==> config.mk <==
export PLATFORM = sky130hd
export DESIGN_NAME = irrigation_command_gen
export DESIGN_NICKNAME = d
export VERILOG_FILES = /design/src/rtl/irrigation_command_gen.sv
export SDC_FILE = /design/constraint.sdc
export NUM_CORES = 1
export LEC_CHECK = 0
export BUFFER_PORTS_ARGS = -buffer_cell sky130_fd_sc_hd__buf_2
export CAP_MARGIN = 10
export CORE_ASPECT_RATIO = 0.9
export CORE_MARGIN = 2
export CORE_UTILIZATION = 55
export CTS_CLUSTER_DIAMETER = 80
export CTS_CLUSTER_SIZE = 25
export DETAILED_ROUTE_END_ITERATION = 8
export GPL_TIMING_DRIVEN = 1
export PLACE_DENSITY = 0.75
export RECOVER_POWER = 100
export SETUP_SLACK_MARGIN = 0.05
export SYNTH_ARGS = -nofsm -noshare
export SYNTH_HDL_FRONTEND = slang
export SYNTH_SLANG_ARGS = --single-unit
==> constraint.sdc <==
create_clock -name clk -period 2.5 [get_ports clk]
set_input_delay 0.125 -clock clk [delete_from_list [all_inputs] [get_ports clk]]
set_output_delay 0.125 -clock clk [all_outputs]
set_load 0.02 [all_outputs]
==> src/rtl/irrigation_command_gen.sv <==
// rtl/irrigation_command_gen.sv - sensor conditioning and request generation for the irrigation controller
module irrigation_command_gen #(
    parameter int unsigned DEBOUNCE_CYCLES = 4,
    parameter int unsigned IRRIG_CYCLES    = 16,
    parameter int unsigned CLEAN_CYCLES    = 8
) (
    input  logic       clk,
    input  logic       reset,
    input  logic       sens_low_i,
    input  logic       sens_mid_i,
    input  logic       sens_high_i,
    input  logic       solo_umido_i,
    input  logic       temp_alta_i,
    input  logic [2:0] fsm_state_i,
    output logic       cheio_o,
    output logic       erro_nivel_o,
    output logic       gotejamento_o,
    output logic       aspersao_o,
    output logic       countLi_o
);

    localparam logic [7:0]  DEB_LAST   = 8'(DEBOUNCE_CYCLES - 1);
    localparam logic [15:0] IRRIG_LOAD = 16'(IRRIG_CYCLES - 1);
    localparam logic [7:0]  CLEAN_MAX  = 8'(CLEAN_CYCLES);

    localparam logic [2:0] S_FULL  = 3'b001;
    localparam logic [2:0] S_DRIP  = 3'b010;
    localparam logic [2:0] S_SPRAY = 3'b011;
    localparam logic [2:0] S_CLEAN = 3'b100;

    typedef enum logic [2:0] {
        ST_IDLE, ST_REQ_DRIP, ST_REQ_SPRAY, ST_RUN_DRIP, ST_RUN_SPRAY, ST_DONE
    } req_state_t;

    logic [2:0]       raw;
    logic [2:0]       filt_q;
    logic [2:0][7:0]  deb_cnt_q;

    req_state_t       state_q, state_d;
    logic [15:0]      irrig_cnt_q, irrig_cnt_d;
    logic             spray_q, spray_d;
    logic             drip_req_q, spray_req_q;

    logic [7:0]       clean_cnt_q, clean_cnt_d;
    logic             count_li_q;

    logic             fsm_err;
    logic [2:0]       target;

    assign raw = {sens_high_i, sens_mid_i, sens_low_i};

    // Index 0 = low, 1 = mid, 2 = high probe.
    always_ff @(posedge clk or posedge reset) begin
        if (reset) begin
            filt_q    <= '0;
            deb_cnt_q <= '0;
        end else begin
            for (int i = 0; i < 3; i++) begin
                if (raw[i] == filt_q[i]) begin
                    deb_cnt_q[i] <= '0;
                end else if (deb_cnt_q[i] == DEB_LAST) begin
                    filt_q[i]    <= raw[i];
                    deb_cnt_q[i] <= '0;
                end else begin
                    deb_cnt_q[i] <= deb_cnt_q[i] + 8'd1;
                end
            end
        end
    end

    assign cheio_o      = filt_q[2];
    assign erro_nivel_o = (filt_q[2] & ~filt_q[1]) | (filt_q[2] & ~filt_q[0])
                        | (filt_q[1] & ~filt_q[0]);

    // Codes 101, 110 and 111 all abort any request.
    assign fsm_err = fsm_state_i[2] & (fsm_state_i[1] | fsm_state_i[0]);
    assign target  = spray_q ? S_SPRAY : S_DRIP;

    always_comb begin
        state_d     = state_q;
        irrig_cnt_d = irrig_cnt_q;
        spray_d     = spray_q;
        if (fsm_err) begin
            state_d     = ST_IDLE;
            irrig_cnt_d = '0;
        end else begin
            case (state_q)
                ST_IDLE: begin
                    if (fsm_state_i == S_FULL && !solo_umido_i) begin
                        spray_d = temp_alta_i;
                        state_d = temp_alta_i ? ST_REQ_SPRAY : ST_REQ_DRIP;
                    end
                end
                ST_REQ_DRIP, ST_REQ_SPRAY: begin
                    if (fsm_state_i == target) begin
                        state_d     = spray_q ? ST_RUN_SPRAY : ST_RUN_DRIP;
                        irrig_cnt_d = IRRIG_LOAD;
                    end else if (fsm_state_i != S_FULL) begin
                        state_d = ST_IDLE;
                    end
                end
                ST_RUN_DRIP, ST_RUN_SPRAY: begin
                    if (irrig_cnt_q == '0) begin
                        state_d = ST_DONE;
                    end else begin
                        irrig_cnt_d = irrig_cnt_q - 16'd1;
                    end
                end
                ST_DONE: begin
                    if (fsm_state_i != target) begin
                        state_d = ST_IDLE;
                    end
                end
                default: state_d = ST_IDLE;
            endcase
        end
    end

    always_ff @(posedge clk or posedge reset) begin
        if (reset) begin
            state_q     <= ST_IDLE;
            irrig_cnt_q <= '0;
            spray_q     <= 1'b0;
            drip_req_q  <= 1'b0;
            spray_req_q <= 1'b0;
        end else begin
            state_q     <= state_d;
            irrig_cnt_q <= irrig_cnt_d;
            spray_q     <= spray_d;
            drip_req_q  <= (state_d == ST_REQ_DRIP)  || (state_d == ST_RUN_DRIP);
            spray_req_q <= (state_d == ST_REQ_SPRAY) || (state_d == ST_RUN_SPRAY);
        end
    end

    assign gotejamento_o = drip_req_q;
    assign aspersao_o    = spray_req_q;

    always_comb begin
        clean_cnt_d = '0;
        if (fsm_state_i == S_CLEAN) begin
            clean_cnt_d = (clean_cnt_q == CLEAN_MAX) ? clean_cnt_q : clean_cnt_q + 8'd1;
        end
    end

    always_ff @(posedge clk or posedge reset) begin
        if (reset) begin
            clean_cnt_q <= '0;
            count_li_q  <= 1'b0;
        end else begin
            clean_cnt_q <= clean_cnt_d;
            count_li_q  <= (fsm_state_i == S_CLEAN) && (clean_cnt_d == CLEAN_MAX);
        end
    end

    assign countLi_o = count_li_q;

endmodule

# Word-level counts from Yosys, hierarchy flattened
# Cells that the tools add are included.
[totals]
ff_bits = 58
in_bits = 10
output_inout_bits = 5
word_cells = 92
[op_classes]
addsub = 5
n_eq_ne = 24
mux = 22
n_bitwise = 13
n_reduce_logical = 15
[op_table]
columns = ["op", "n"]
rows = [
  ["$mux W8", 8],
  ["$mux W16", 3],
  ["$add A8 B1 Y8 const B", 4],
  ["$pmux W16 S2", 1],
  ["$eq A8 B2 Y1 const B", 3],
  ["$mux W3", 7],
  ["$eq A8 B4 Y1 const B", 2],
  ["$logic_not A16 Y1", 1],
  ["$sub A16 B1 Y16 const B", 1],
  ["$eq A3 B2 Y1 const B", 4],
  ["$eq A3 B3 Y1 const B", 4],
  ["$pmux W3 S4", 1],
  ["$eq A3 B1 Y1 const B", 3],
  ["$ne A3 B3 Y1 const B", 2],
  ["$not A1 Y1", 6],
  ["$reduce_and A2 Y1", 3],
  ["$reduce_and A3 Y1", 2],
  ["$and A1 B1 Y1", 4],
  ["$reduce_or A2 Y1", 2],
  ["$eq A1 B1 Y1", 3],
  ["$eq A3 B2 Y1", 1],
  ["$logic_not A3 Y1", 1],
  ["$ne A3 B1 Y1 const B", 1],
  ["$ne A3 B2 Y1", 1],
  ["7 further kinds", 11],
]

# Depth between registers and ports, before layout
# Gate-level depths: netlist of run 1.
[depth]
word_depth = 7
depth_mapped = 8
ltp_nobuf = 7

# Worst setup path before layout of run 1
# No wires, ideal clock.
[synth_timing]
kind = "reg2reg"
start = "reg irrig_cnt_q[0]"
end = "reg irrig_cnt_q[15]"
setup_time_ps = 119
arrival_ps = 2239
t_required_ps = 2381
slack_ps = 142
path_stages_with_launch = 8
path_buffers = 0
synth_period_minus_slack_ps = 2358
cell_sequence = "dfrtp_1 > inv_1 > ha_1 > or4b_1 > or4_4 > o22a_2 > and4_1 > o21a_1"
[synth_between]
elab_chain_len = 4
elab_cells_between_ends = 7
classes_between = "add/sub (1); eq/ne (1); mux (3); reduce/logical (2)"
[synth_lines]
columns = ["element", "line", "rtl"]
rows = [
  ["start: declaration", "40", "logic [15:0] irrig_cnt_q, irrig_cnt_d;"],
  ["start signal: assignment", "128", "irrig_cnt_q <= irrig_cnt_d;"],
  ["$sub A16 B1 Y16", "106", "irrig_cnt_d = irrig_cnt_q - 16'd1;"],
  ["$mux W16", "103", "if (irrig_cnt_q == '0) begin"],
  ["$pmux W16 S2", "87", "case (state_q)"],
  ["$mux W16", "83", "if (fsm_err) begin"],
]
# Several ways; a longest one is shown, not always the timed one. The select of a mux whose other input is x is not followed.
# A chain may end at the register's enable or synchronous reset.

# Worst setup path after layout of run 1
# Same ends and word-level chain as after synthesis.

==> qor.csv, run 1 <==
stage;metric;value;unit
global_route;GRT met2 Usage;33.60;%
worst_setup_path;CP max stage delay;0.48;ns
sta;final slew viol count;0;
routing;Vias;2488;
cells_and_area;nets;371;
job;Max-Cap Viols;0;
cells_and_area;Non-Filler Instances;430;
sta;final hold vios;0;
sta;final worst path period share;94.05;%
cells_and_area;fillcell total;451;
yosys;top-area cell type share of the netlist area;46.12;%
place;pre-CTS setup slack;0.1184;ns
sta;Slew Limit Headroom;32.91;%
worst_setup_path;worst r2r path cells;7;
place;Final GP Congestion;0.8720;
worst_setup_path;family with the most delay on the worst path;simple AND/OR/NAND/NOR gates;
sta;Clock Skews;0.006752;ns
yosys;FFs w/ async S/R, synth;100.0;%
yosys;sequential area share after synthesis;46.12;%
worst_setup_path;buffers plus inverters on the worst setup path;1;
worst_setup_path;Worst Setup Start Kind;register;
yosys;Syn Std Cell Area;3147;sq um
sta;Fin Setup TNS;0;ns
die;initial core utilization;56.24;%
clock_tree;CTS sink count;58;
worst_setup_path;slowest CP cell;or4_4;
clock_tree;Post-CTS Repair Setup Buffers;0;
global_route;met3 usage;5.309;%
sta;setup ws final;0.1486;ns
global_route;GRT Resource Usage Total;20.94;%
cells_and_area;diode count;0;
clock_tree;clock-pin slew on the worst setup and hold paths;0.07;ns
run_status;status;complete, no violations;
pwr;Pleak;1.626;nW
yosys;register bit total from synthesis;58;
sta;post-layout min period;2.351;ns
clock_tree;total CTS buffers;9;
routing;WL/cell;14.35;um
sta;unrepaired setup endpoints after global routing;false;
place;Placement Cell Area;3338;sq um
place;Cells after DPL;413;
sta;slew at the pin with the worst max-slew slack;1.005;ns
routing;total wire length;6.170;mm
min_path;Min-Delay Path Class;in -> reg;
yosys;Post-synth EDFFs;0;
clock_tree;Clock Latency Late Sink;0.34;ns
die;die width;83.73;um
sta;Max Freq;425.3;MHz
yosys;Post-Synthesis Cells;328;
cells_and_area;Area Growth Syn to Fin;13.88;%
die;die area;6343;sq um
die;num ports;15;
routing;# DRC;0;
routing;number of nets still failing antenna checks after routing;0;
die;Rows;26;
global_route;vias in the first global route;2252;
worst_setup_path;reg2reg setup slack;0.15;ns
die;die height;75.76;um
cells_and_area;fin area;3583;sq um
clock_tree;CTS root buf;clkbuf_8;
worst_setup_path;WP data arrival;2.58;ns
pwr;total power;3.137;mW
global_route;grt ovf;0;
pwr;Max IR drop VDD;0.7841;mV
clock_tree;CTS tree;yes;
yosys;Synthesized Nets;344;
worst_setup_path;crit path cell chain;inv_1 -> ha_1 -> or4b_1 -> or4_4 -> o22a_1 -> and4_1 -> o21a_1;
yosys;area leader, netlist;dfrtp_1;
die;Placeable Area;5595;sq um
yosys;Distinct cells, synth;55;
yosys;top_reg_cell synth;dfrtp_1;
worst_setup_path;largest fanout on the critical path;6;
cells_and_area;fraction of layout instances using a drive strength above 1;15.00;%
clock_tree;H-tree lvl count;3;
global_route;first-pass GRT wire length;10.51;mm
routing;DRT iter0 DRCs;87;
global_route;pin count of the biggest net entering global routing;27;
worst_setup_path;Crit path depth;7;
yosys;Synth Area per Inst;9.594;sq um
routing;DR pass1 iterations;4;
sta;final setup fails;0;
yosys;dominant cells by area after synthesis;dfrtp_1, nor2_1, xor2_1, nand3_1, xnor2_1;
routing;routed vias/inst;5.786;
worst_setup_path;required time worst endpoint;2.72;ns
clock_tree;clock tree buffer depth;2;
global_route;gr busiest metal;met2;
worst_setup_path;crit path kind;reg -> reg;
yosys;synth warn;0;
global_route;met1 Usage GRT;28.56;%
global_route;initial antenna violation count;0;
pwr;P per Cell Area;875.4;nW/um^2
place;DP HPWL;4.305;mm
place;IO buf count;14;
worst_setup_path;crit path capture type;register;
min_path;hold path cells;2;
[layout make-up]
| cell class | instances | area (sq um) | share of cell area [%] |
|---|---|---|---|
| Inverter | 9 | 33.78 | 0.9427 |
| Tap cell | 70 | 87.58 | 2.444 |
| Clock buffer | 9 | 123.9 | 3.457 |
| Timing Repair Buffer | 24 | 127.6 | 3.561 |
| Multi-Input combinational cell | 253 | 1634 | 45.60 |
| Clock inverter | 7 | 125.1 | 3.492 |
| Sequential cell | 58 | 1451 | 40.50 |
[state kept, by name, indices dropped and copies added, names as in the netlist]
| signal | count |
|---|---|
| aspersao_o | 1 |
| clean_cnt_q | 8 |
| countLi_o | 1 |
| deb_cnt_q | 24 |
| filt_q | 3 |
| gotejamento_o | 1 |
| irrig_cnt_q | 16 |
| spray_q | 1 |
| state_q | 3 |
[cells by family (layout without fill, tap and decap cells)]
logic type,after synthesis,after routing,synth area share [%]
AO/OA/AOI/OAI,46,46,10.66
multiplexers,7,7,2.386
XOR/XNOR,32,32,8.907
flip-flops,58,58,46.12
AND/OR/NAND/NOR,162,162,27.40
adder cells (fa/ha/maj),6,6,2.386
buffers and inverters,17,49,2.147
[path summary, 6_finish.rpt]
| kind | from | end |
|---|---|---|
| min in group asynchronous | reset | clean_cnt_q[4] |
| setup reg to reg | irrig_cnt_q[0] | irrig_cnt_q[15] |
| max in group asynchronous | reset | clean_cnt_q[1] |
| hold / removal | temp_alta_i | spray_q |
| setup / recovery | irrig_cnt_q[0] | irrig_cnt_q[15] |
| hold reg to reg | deb_cnt_q[0] | deb_cnt_q[0] |
[cells in the final DEF (no fill, tap or decap), drive strengths merged, types with 4 or more instances in the layout]
cell type	Yosys	routed
and2	4	4
a211oi	5	5
nor3	10	10
o21ai	6	6
buf	1	14
nor2b	4	4
or2	9	9
mux2	4	4
xor2	20	20
nand3	22	22
or4	6	6
xnor2	12	12
nor4	6	6
inv	9	10
ha	6	6
nand2	18	18
a21oi	10	10
or3	9	9
nor2	47	47
clkbuf	7	18
dfrtp	58	58
and3	8	8
nand2b	4	4
[power breakdown]
part	internal [mW]	total (mW)	switching, mW
Sequential	1.09	1.25	0.161
Clock	0.670	1.07	0.402
Combinational	0.356	0.816	0.460
Total	2.11	3.14	1.02
[routing by layer]
layer  part of all wire, %  up-vias
li1                      -     1233
met1                    49     1220
met2                    47       33
met3                   3.4        2
met4                  0.23        0
met5                     0        -
[cell usage after synthesis (all sizes together), types with 2 or more instances]
cell	instances
mux2	4
a21oi	10
nor3b	3
nand4	3
o22ai	3
a311oi	2
xnor2	12
xor2	20
nor2	47
ha	6
clkbuf	7
nand2b	4
nor2b	4
or4	6
nand3	22
o31ai	3
o21a	3
nor4	6
nor4b	2
a211oi	5
or3	9
mux2i	3
a31oi	2
o32ai	2
o21ai	6
and4	2
dfrtp	58
or4b	2
nor3	10
nand2	18
and2	4
and3	8
inv	9
or2	9
[through the flow]
step / hold WS (ns) / util [%]
after global placement: 0.2115 / 59.66
after detailed placement: 0.2145 / 59.66
after floorplan: 0.2755 / -
after CTS: 0.02840 / 64.29
final: 0.04482 / 64.04
after global routing: 0.03400 / 64.04
[what timing repair did]
action                                 in CTS  in global routing
setup endpoints to repair                   0                  9
endpoints found under the hold margin      24                  0
hold buffers                                1                  0
gates resized for setup                     0                  2
Power figures use the tool's default switching activity.
==> run 2: changes to the inputs <==
==> constraint.sdc (replaced) <==
create_clock -name clk -period 2.5 [get_ports clk]
set_input_delay 0.75 -clock clk [delete_from_list [all_inputs] [get_ports clk]]
set_output_delay 0.75 -clock clk [all_outputs]
set_load 0.02 [all_outputs]
==> run 2 against run 1 <==
Against the previous run: clock skew grew 0.0033 ns; clock-buffer cell count grew 4; cell count is 0.23% lower; power shrank 5.5%; first-iteration DRC count grew 91%; register-to-register slack hardly changed; sequential share of layout area is 0.41 points higher; via count rose by 0.76%; highest routed layer unchanged.
==> qor.csv, run 2 (same netlist as run 1, synthesis figures left out) <==
stage;metric;value;unit;change
run_status;status;complete, no violations;;
die;die height;75.76;um;unchanged
clock_tree;H-tree lvl count;3;;unchanged
clock_tree;clock-pin slew on the worst setup and hold paths;0.07;ns;about the same
die;Rows;26;;unchanged
routing;WL met3;172;um;-18%
routing;WL/cell;14.71;um;+2.5%
routing;DR pass1 iterations;4;;unchanged
routing;# DRC;0;;unchanged
place;Final GP Congestion;0.8600;;-1.4%
routing;number of nets still failing antenna checks after routing;0;;unchanged
worst_setup_path;CP max stage delay;0.47;ns;about the same
routing;highest metal used;met4;;
cells_and_area;biggest regs;deb_cnt_q: 24 flops, irrig_cnt_q: 16 flops, clean_cnt_q: 8 flops;;
sta;setup ws final;0.1348;ns;-0.01388 ns
worst_setup_path;Worst Setup Start Kind;register;;
global_route;vias in the first global route;2332;;+3.6%
routing;total wire length;6.309;mm;+2.3%
routing;wl on met1;2.951;mm;-2.5%
sta;final worst path period share;94.61;%;+0.56 points
sta;Clock Skews;0.01002;ns;+0.003269 ns
pwr;sequential power share;42.2;%;+2.4 points
place;pre-CTS setup slack;0.06918;ns;-0.04918 ns
cells_and_area;commonest non-fill, non-tap cells in the layout;dfrtp_1, nor2_1, nand3_1;;
cells_and_area;max FFs per register;24;;unchanged
sta;post-layout min period;2.365;ns;+0.01388 ns
die;num ports;15;;unchanged
cells_and_area;commonest non-fill, non-tap cell in the layout;dfrtp_1;;
routing;Met2 Routed Length;3.126;mm;+7.1%
sta;final slew viol count;0;;unchanged
sta;Fin Setup TNS;0;ns;unchanged
sta;final setup fails;0;;unchanged
clock_tree;Clock Latency Late Sink;0.34;ns;about the same
place;DP HPWL;4.376;mm;+1.7%
clock_tree;CTS root buf;clkbuf_8;;
place;IO buf count;14;;unchanged
global_route;first-pass GRT wire length;10.65;mm;+1.4%
sta;final hold vios;0;;unchanged
global_route;pin count of the biggest net entering global routing;37;;+37%
worst_setup_path;crit path kind;reg -> reg;;
routing;Vias;2507;;+0.76%
clock_tree;total CTS buffers;9;;unchanged
sta;Max Freq;422.8;MHz;-0.59%
routing;DRT iter0 DRCs;166;;+91%
global_route;GRT Resource Usage Total;21.25;%;+0.31 points
clock_tree;clock tree buffer depth;2;;unchanged
worst_setup_path;required time worst endpoint;2.72;ns;about the same
min_path;Min-Delay Path Class;reg -> reg;;
pwr;switching share of total power;32.80;%;+0.19 points
sta;minimum hold slack;0.4904;ns;+0.4455 ns
die;Placeable Area;5595;sq um;unchanged
worst_setup_path;reg2reg setup slack;0.13;ns;about the same
worst_setup_path;slowest CP cell;or4_4;;
pwr;Logic pwr share;27.7;%;+1.7 points
global_route;grt ovf;0;;unchanged
die;die width;83.73;um;unchanged
cells_and_area;diode count;0;;unchanged
pwr;Switching Power;0.9721;mW;-5.0%
worst_setup_path;largest fanout on the critical path;6;;unchanged
die;initial core utilization;56.24;%;unchanged
cells_and_area;Area Growth Syn to Fin;12.72;%;
routing;routed vias/inst;5.844;;+1.0%
worst_setup_path;crit path capture type;register;;
sta;slew at the pin with the worst max-slew slack;0.8839;ns;-0.1213 ns
sta;Slew Limit Headroom;41.01;%;+8.1 points
pwr;Clk pwr share;30.1;%;-4.1 points
pwr;P per Cell Area;835.5;nW/um^2;-4.6%
job;Max-Cap Viols;0;;unchanged
worst_setup_path;crit path cell chain;inv_1 -> ha_1 -> or4b_1 -> or4_4 -> o22a_4 -> and4_2 -> o21a_1;;
sta;unrepaired setup endpoints after global routing;false;;
pwr;Pleak;1.613;nW;-0.81%
cells_and_area;Largest Register;deb_cnt_q;;
die;die area;6343;sq um;unchanged
cells_and_area;fraction of layout instances using a drive strength above 1;15.60;%;+0.60 points
clock_tree;CTS tree;yes;;
clock_tree;Post-CTS Repair Setup Buffers;0;;unchanged
global_route;initial antenna violation count;0;;unchanged
pwr;Cell Int Power;1.992;mW;-5.8%
pwr;Max IR drop VDD;0.5600;mV;-29%
cells_and_area;nets;371;;unchanged
worst_setup_path;WP data arrival;2.59;ns;about the same
clock_tree;CTS sink count;58;;unchanged
==> run 2: metal layers <==
layer	vias up	global-route usage (%)
met4	0	7.527
met1	1233	26.41
met3	5	5.525
met2	35	36.80
met5	-	0
li1	1234	-
==> run 2: final timing paths <==
check | cells after the start | startpoint | to
max in group asynchronous | 3 | reset | filt_q[0]
max reg2reg | 7 | irrig_cnt_q[0] | irrig_cnt_q[11]
min in group asynchronous | 2 | reset | clean_cnt_q[4]
max | 7 | irrig_cnt_q[0] | irrig_cnt_q[11]
min | 1 | deb_cnt_q[8] | deb_cnt_q[8]
min reg2reg | 1 | deb_cnt_q[8] | deb_cnt_q[8]
==> run 2: power by group through the flow <==
stage / combinational, mW / sequential (mW) / clock, mW
global route: 0.920 / 1.27 / 0.950
detailed placement: 0.820 / 1.26 / 0
global placement: 0.799 / 1.26 / 0
CTS: 0.828 / 1.25 / 0.914
floorplan: 0.623 / 1.23 / 0
finish: 0.820 / 1.25 / 0.893
==> run 2: stage by stage <==
stage / power [mW] / cells / util [%] / cell area, sq um
3_3_place_gp: 2.056 / 413 / 59.88 / 3351
3_5_place_dp: 2.083 / 413 / 59.88 / 3351
5_1_grt: 3.138 / 429 / 63.39 / 3547
6_report: 2.964 / 429 / 63.39 / 3547
4_1_cts: 2.988 / 428 / 63.53 / 3555
2_1_floorplan: 1.853 / 328 / - / 3147
==> run 2: critical path: cells and delay by family (launching register included) <==
kind,cells,cell delay (ns)
flops,1,0.40
compound gates,2,0.42
buf+inv,1,0.09
simple gates,3,1.16
fa+ha+maj,1,0.19
==> run 2: what timing repair did <==
item,4_1_cts,5_1_grt
hold buffers,0,0
setup endpoints to repair,0,10
gates resized for setup,0,4
==> run 2: area by class of cell <==
cell class | instances | area (sq um)
clock buffers | 13 | 168.9
clock inverters | 2 | 35.03
fillers | 478 | 2048
inverters | 9 | 33.78
multi-input cells | 253 | 1634
flip-flops and latches | 58 | 1451
well taps | 70 | 87.58
repair buffers | 24 | 136.4
==> run 3: changes to the inputs <==
--- a/config.mk
+++ b/config.mk
@@ -8,15 +8,16 @@
 export BUFFER_PORTS_ARGS = -buffer_cell sky130_fd_sc_hd__buf_2
 export CAP_MARGIN = 10
 export CORE_ASPECT_RATIO = 0.9
-export CORE_MARGIN = 2
+export CORE_MARGIN = 4
 export CORE_UTILIZATION = 55
+export CTS_BUF_LIST = sky130_fd_sc_hd__clkbuf_16
 export CTS_CLUSTER_DIAMETER = 80
 export CTS_CLUSTER_SIZE = 25
 export DETAILED_ROUTE_END_ITERATION = 8
 export GPL_TIMING_DRIVEN = 1
 export PLACE_DENSITY = 0.75
 export RECOVER_POWER = 100
-export SETUP_SLACK_MARGIN = 0.05
+export SETUP_SLACK_MARGIN = 0.1
 export SYNTH_ARGS = -nofsm -noshare
 export SYNTH_HDL_FRONTEND = slang
 export SYNTH_SLANG_ARGS = --single-unit
==> run 3 against run 2 <==
Against the previous run: cell area increased by 4.8%; flip-flop and latch count unchanged; via count increased by 2.4%; combinational power increased by 14%; power increased by 14%; largest cell class unchanged; highest routed layer unchanged.
==> qor.csv, run 3 (same netlist as run 1, synthesis figures left out) <==
stage;metric;value;unit;change
run_status;status;complete, no violations;;
job;Max-Cap Viols;0;;unchanged
worst_setup_path;largest fanout on the critical path;6;;unchanged
die;Placeable Area;5411;sq um;-3.3%
pwr;sequential power share;37.4;%;-4.8 points
routing;DRT iter0 DRCs;202;;+22%
cells_and_area;commonest non-fill, non-tap cells in the layout;dfrtp_1, nor2_1, nand3_1;;
min_path;Min-Delay Path Class;reg -> reg;;
cells_and_area;Largest Register;deb_cnt_q;;
pwr;Logic pwr share;27.7;%;about the same
cells_and_area;max FFs per register;24;;unchanged
place;Final GP Congestion;0.8583;;-0.20%
global_route;GRT Resource Usage Total;21.39;%;+0.14 points
worst_setup_path;CP max stage delay;0.55;ns;+0.08 ns
pwr;Clk pwr share;34.9;%;+4.8 points
die;die height;79.76;um;+5.3%
sta;Max Freq;415.2;MHz;-1.8%
global_route;vias in the first global route;2461;;+5.5%
sta;unrepaired setup endpoints after global routing;false;;
clock_tree;H-tree lvl count;3;;unchanged
pwr;Pleak;1.695;nW;+5.1%
global_route;pin count of the biggest net entering global routing;37;;unchanged
cells_and_area;Non-Filler Instances;434;;+1.2%
routing;total wire length;6.846;mm;+8.5%
sta;setup ws final;0.09153;ns;-0.04323 ns
sta;post-layout min period;2.408;ns;+0.04323 ns
die;initial core utilization;58.15;%;+1.9 points
routing;# DRC;0;;unchanged
sta;slew at the pin with the worst max-slew slack;0.9067;ns;+0.02276 ns
global_route;first-pass GRT wire length;11.64;mm;+9.3%
clock_tree;CTS tree;yes;;
clock_tree;Clock Latency Late Sink;0.33;ns;about the same
worst_setup_path;slowest CP cell;or4_4;;
die;num ports;15;;unchanged
die;Rows;25;;-3.8%
pwr;Max IR drop VDD;0.7014;mV;+25%
sta;Clock Skews;0.008000;ns;-0.002022 ns
clock_tree;clock tree buffer depth;2;;unchanged
pwr;P per Cell Area;905.0;nW/um^2;+8.3%
worst_setup_path;buffers plus inverters on the worst setup path;1;;unchanged
pwr;Switching Power;1.096;mW;+13%
sta;final slew viol count;0;;unchanged
clock_tree;clock-pin slew on the worst setup and hold paths;0.05;ns;-0.02 ns
sta;Fin Setup TNS;0;ns;unchanged
routing;Vias;2567;;+2.4%
clock_tree;total CTS buffers;9;;unchanged
sta;final worst path period share;96.34;%;+1.7 points
clock_tree;CTS sink count;58;;unchanged
clock_tree;Hold-fix buffers, CTS;0;;unchanged
worst_setup_path;WP data arrival;2.62;ns;+0.03 ns
cells_and_area;Area Growth Syn to Fin;18.13;%;
worst_setup_path;required time worst endpoint;2.71;ns;about the same
cells_and_area;nets;378;;+1.9%
worst_setup_path;Worst Setup Start Kind;register;;
cells_and_area;diode count;0;;unchanged
place;IO buf count;14;;unchanged
cells_and_area;fin area;3717;sq um;+4.8%
place;DP HPWL;4.438;mm;+1.4%
routing;number of nets still failing antenna checks after routing;0;;unchanged
die;die area;6997;sq um;+10%
worst_setup_path;family with the most delay on the worst path;simple AND/OR/NAND/NOR gates;;
place;Placement Cell Area;3362;sq um;+0.34%
pwr;Cell Int Power;2.268;mW;+14%
routing;DR pass1 iterations;5;;+1
sta;Slew Limit Headroom;39.55;%;-1.5 points
routing;WL/cell;15.77;um;+7.3%
global_route;grt ovf;0;;unchanged
place;pre-CTS setup slack;0.09478;ns;+0.02561 ns
cells_and_area;commonest non-fill, non-tap cell in the layout;dfrtp_1;;
pwr;switching share of total power;32.59;%;-0.21 points
place;Cells after DPL;412;;-0.24%
clock_tree;CTS root buf;clkbuf_16;;
cells_and_area;biggest regs;deb_cnt_q: 24 flops, irrig_cnt_q: 16 flops, clean_cnt_q: 8 flops;;
global_route;initial antenna violation count;0;;unchanged
worst_setup_path;crit path cell chain;inv_1 -> ha_4 -> or4b_4 -> or4_4 -> o22a_4 -> and4_4 -> o21a_1;;
worst_setup_path;crit path capture type;register;;
sta;final setup fails;0;;unchanged
cells_and_area;fraction of layout instances using a drive strength above 1;18.26;%;+2.7 points
sta;final hold vios;0;;unchanged
die;die width;87.73;um;+4.8%
worst_setup_path;crit path kind;reg -> reg;;
cells_and_area;fin util;68.69;%;+5.3 points
routing;routed vias/inst;5.915;;+1.2%
[run 3: changes by cell type in the layout (fill, tap and decap cells not counted), sizes merged]
cell / before / now
buf: 17 / 24
clkbuf: 20 / 16
clkinv: 1 / 5
inv: 9 / 10
[run 3: power groups by stage]
| stage | combinational, mW | clock [mW] | sequential, mW |
|---|---|---|---|
| floorplan | 0.623 | 0 | 1.23 |
| global placement | 0.814 | 0 | 1.26 |
| detailed placement | 0.834 | 0 | 1.27 |
| CTS | 0.859 | 1.19 | 1.25 |
| global route | 1.04 | 1.25 | 1.28 |
| finish | 0.931 | 1.17 | 1.26 |
[run 3: cell type report]
| type | instances | area [sq um] |
|---|---|---|
| Clock inverter | 7 | 61.31 |
| Sequential cell | 58 | 1451 |
| Fill cell | 423 | 1694 |
| Timing Repair Buffer | 31 | 187.7 |
| Inverter | 9 | 33.78 |
| Multi-Input combinational cell | 253 | 1674 |
| Tap cell | 67 | 83.83 |
| Clock buffer | 9 | 225.2 |
[run 3: per-stage QoR]
stage	hold slack, ns	total power [mW]
4_1_cts	0.4532	3.307
5_1_grt	0.5099	3.570
6_report	0.4737	3.364
2_1_floorplan	0.4473	1.853
3_5_place_dp	0.4729	2.101
3_3_place_gp	0.4665	2.077
[run 3: worst reg2reg max path: cells and delay by family (launching register included)]
| family | cells | cell delay (ns) |
|---|---|---|
| adder cells (fa/ha/maj) | 1 | 0.16 |
| buffers and inverters | 1 | 0.14 |
| flip-flops | 1 | 0.40 |
| AO/OA/AOI/OAI | 2 | 0.42 |
| AND/OR/NAND/NOR | 3 | 1.19 |
[run 3: metal layers]
metal	GRT usage [%]	routed length (um)
met1	29.28	3196
met2	32.08	3204
met3	7.224	365
met4	6.442	81
met5	0	0
[run 3: worst paths after layout]
kind	start	slack, ns	endpoint	depth (start not counted)
max reg2reg	irrig_cnt_q[0]	0.09	irrig_cnt_q[11]	7
min	deb_cnt_q[8]	0.47	deb_cnt_q[8]	1
min reg2reg	deb_cnt_q[8]	0.47	deb_cnt_q[8]	1
max	irrig_cnt_q[0]	0.09	irrig_cnt_q[11]	7
min in group asynchronous	reset	0.58	filt_q[1]	2
max in group asynchronous	reset	0.54	irrig_cnt_q[10]	3
[run 3: repair_timing]
action / 4_1_cts / 5_1_grt
pin swaps: 1 / 4
gates resized for setup: 2 / 9
endpoints found under the setup margin: 6 / 12
buffers inserted: 0 / 6
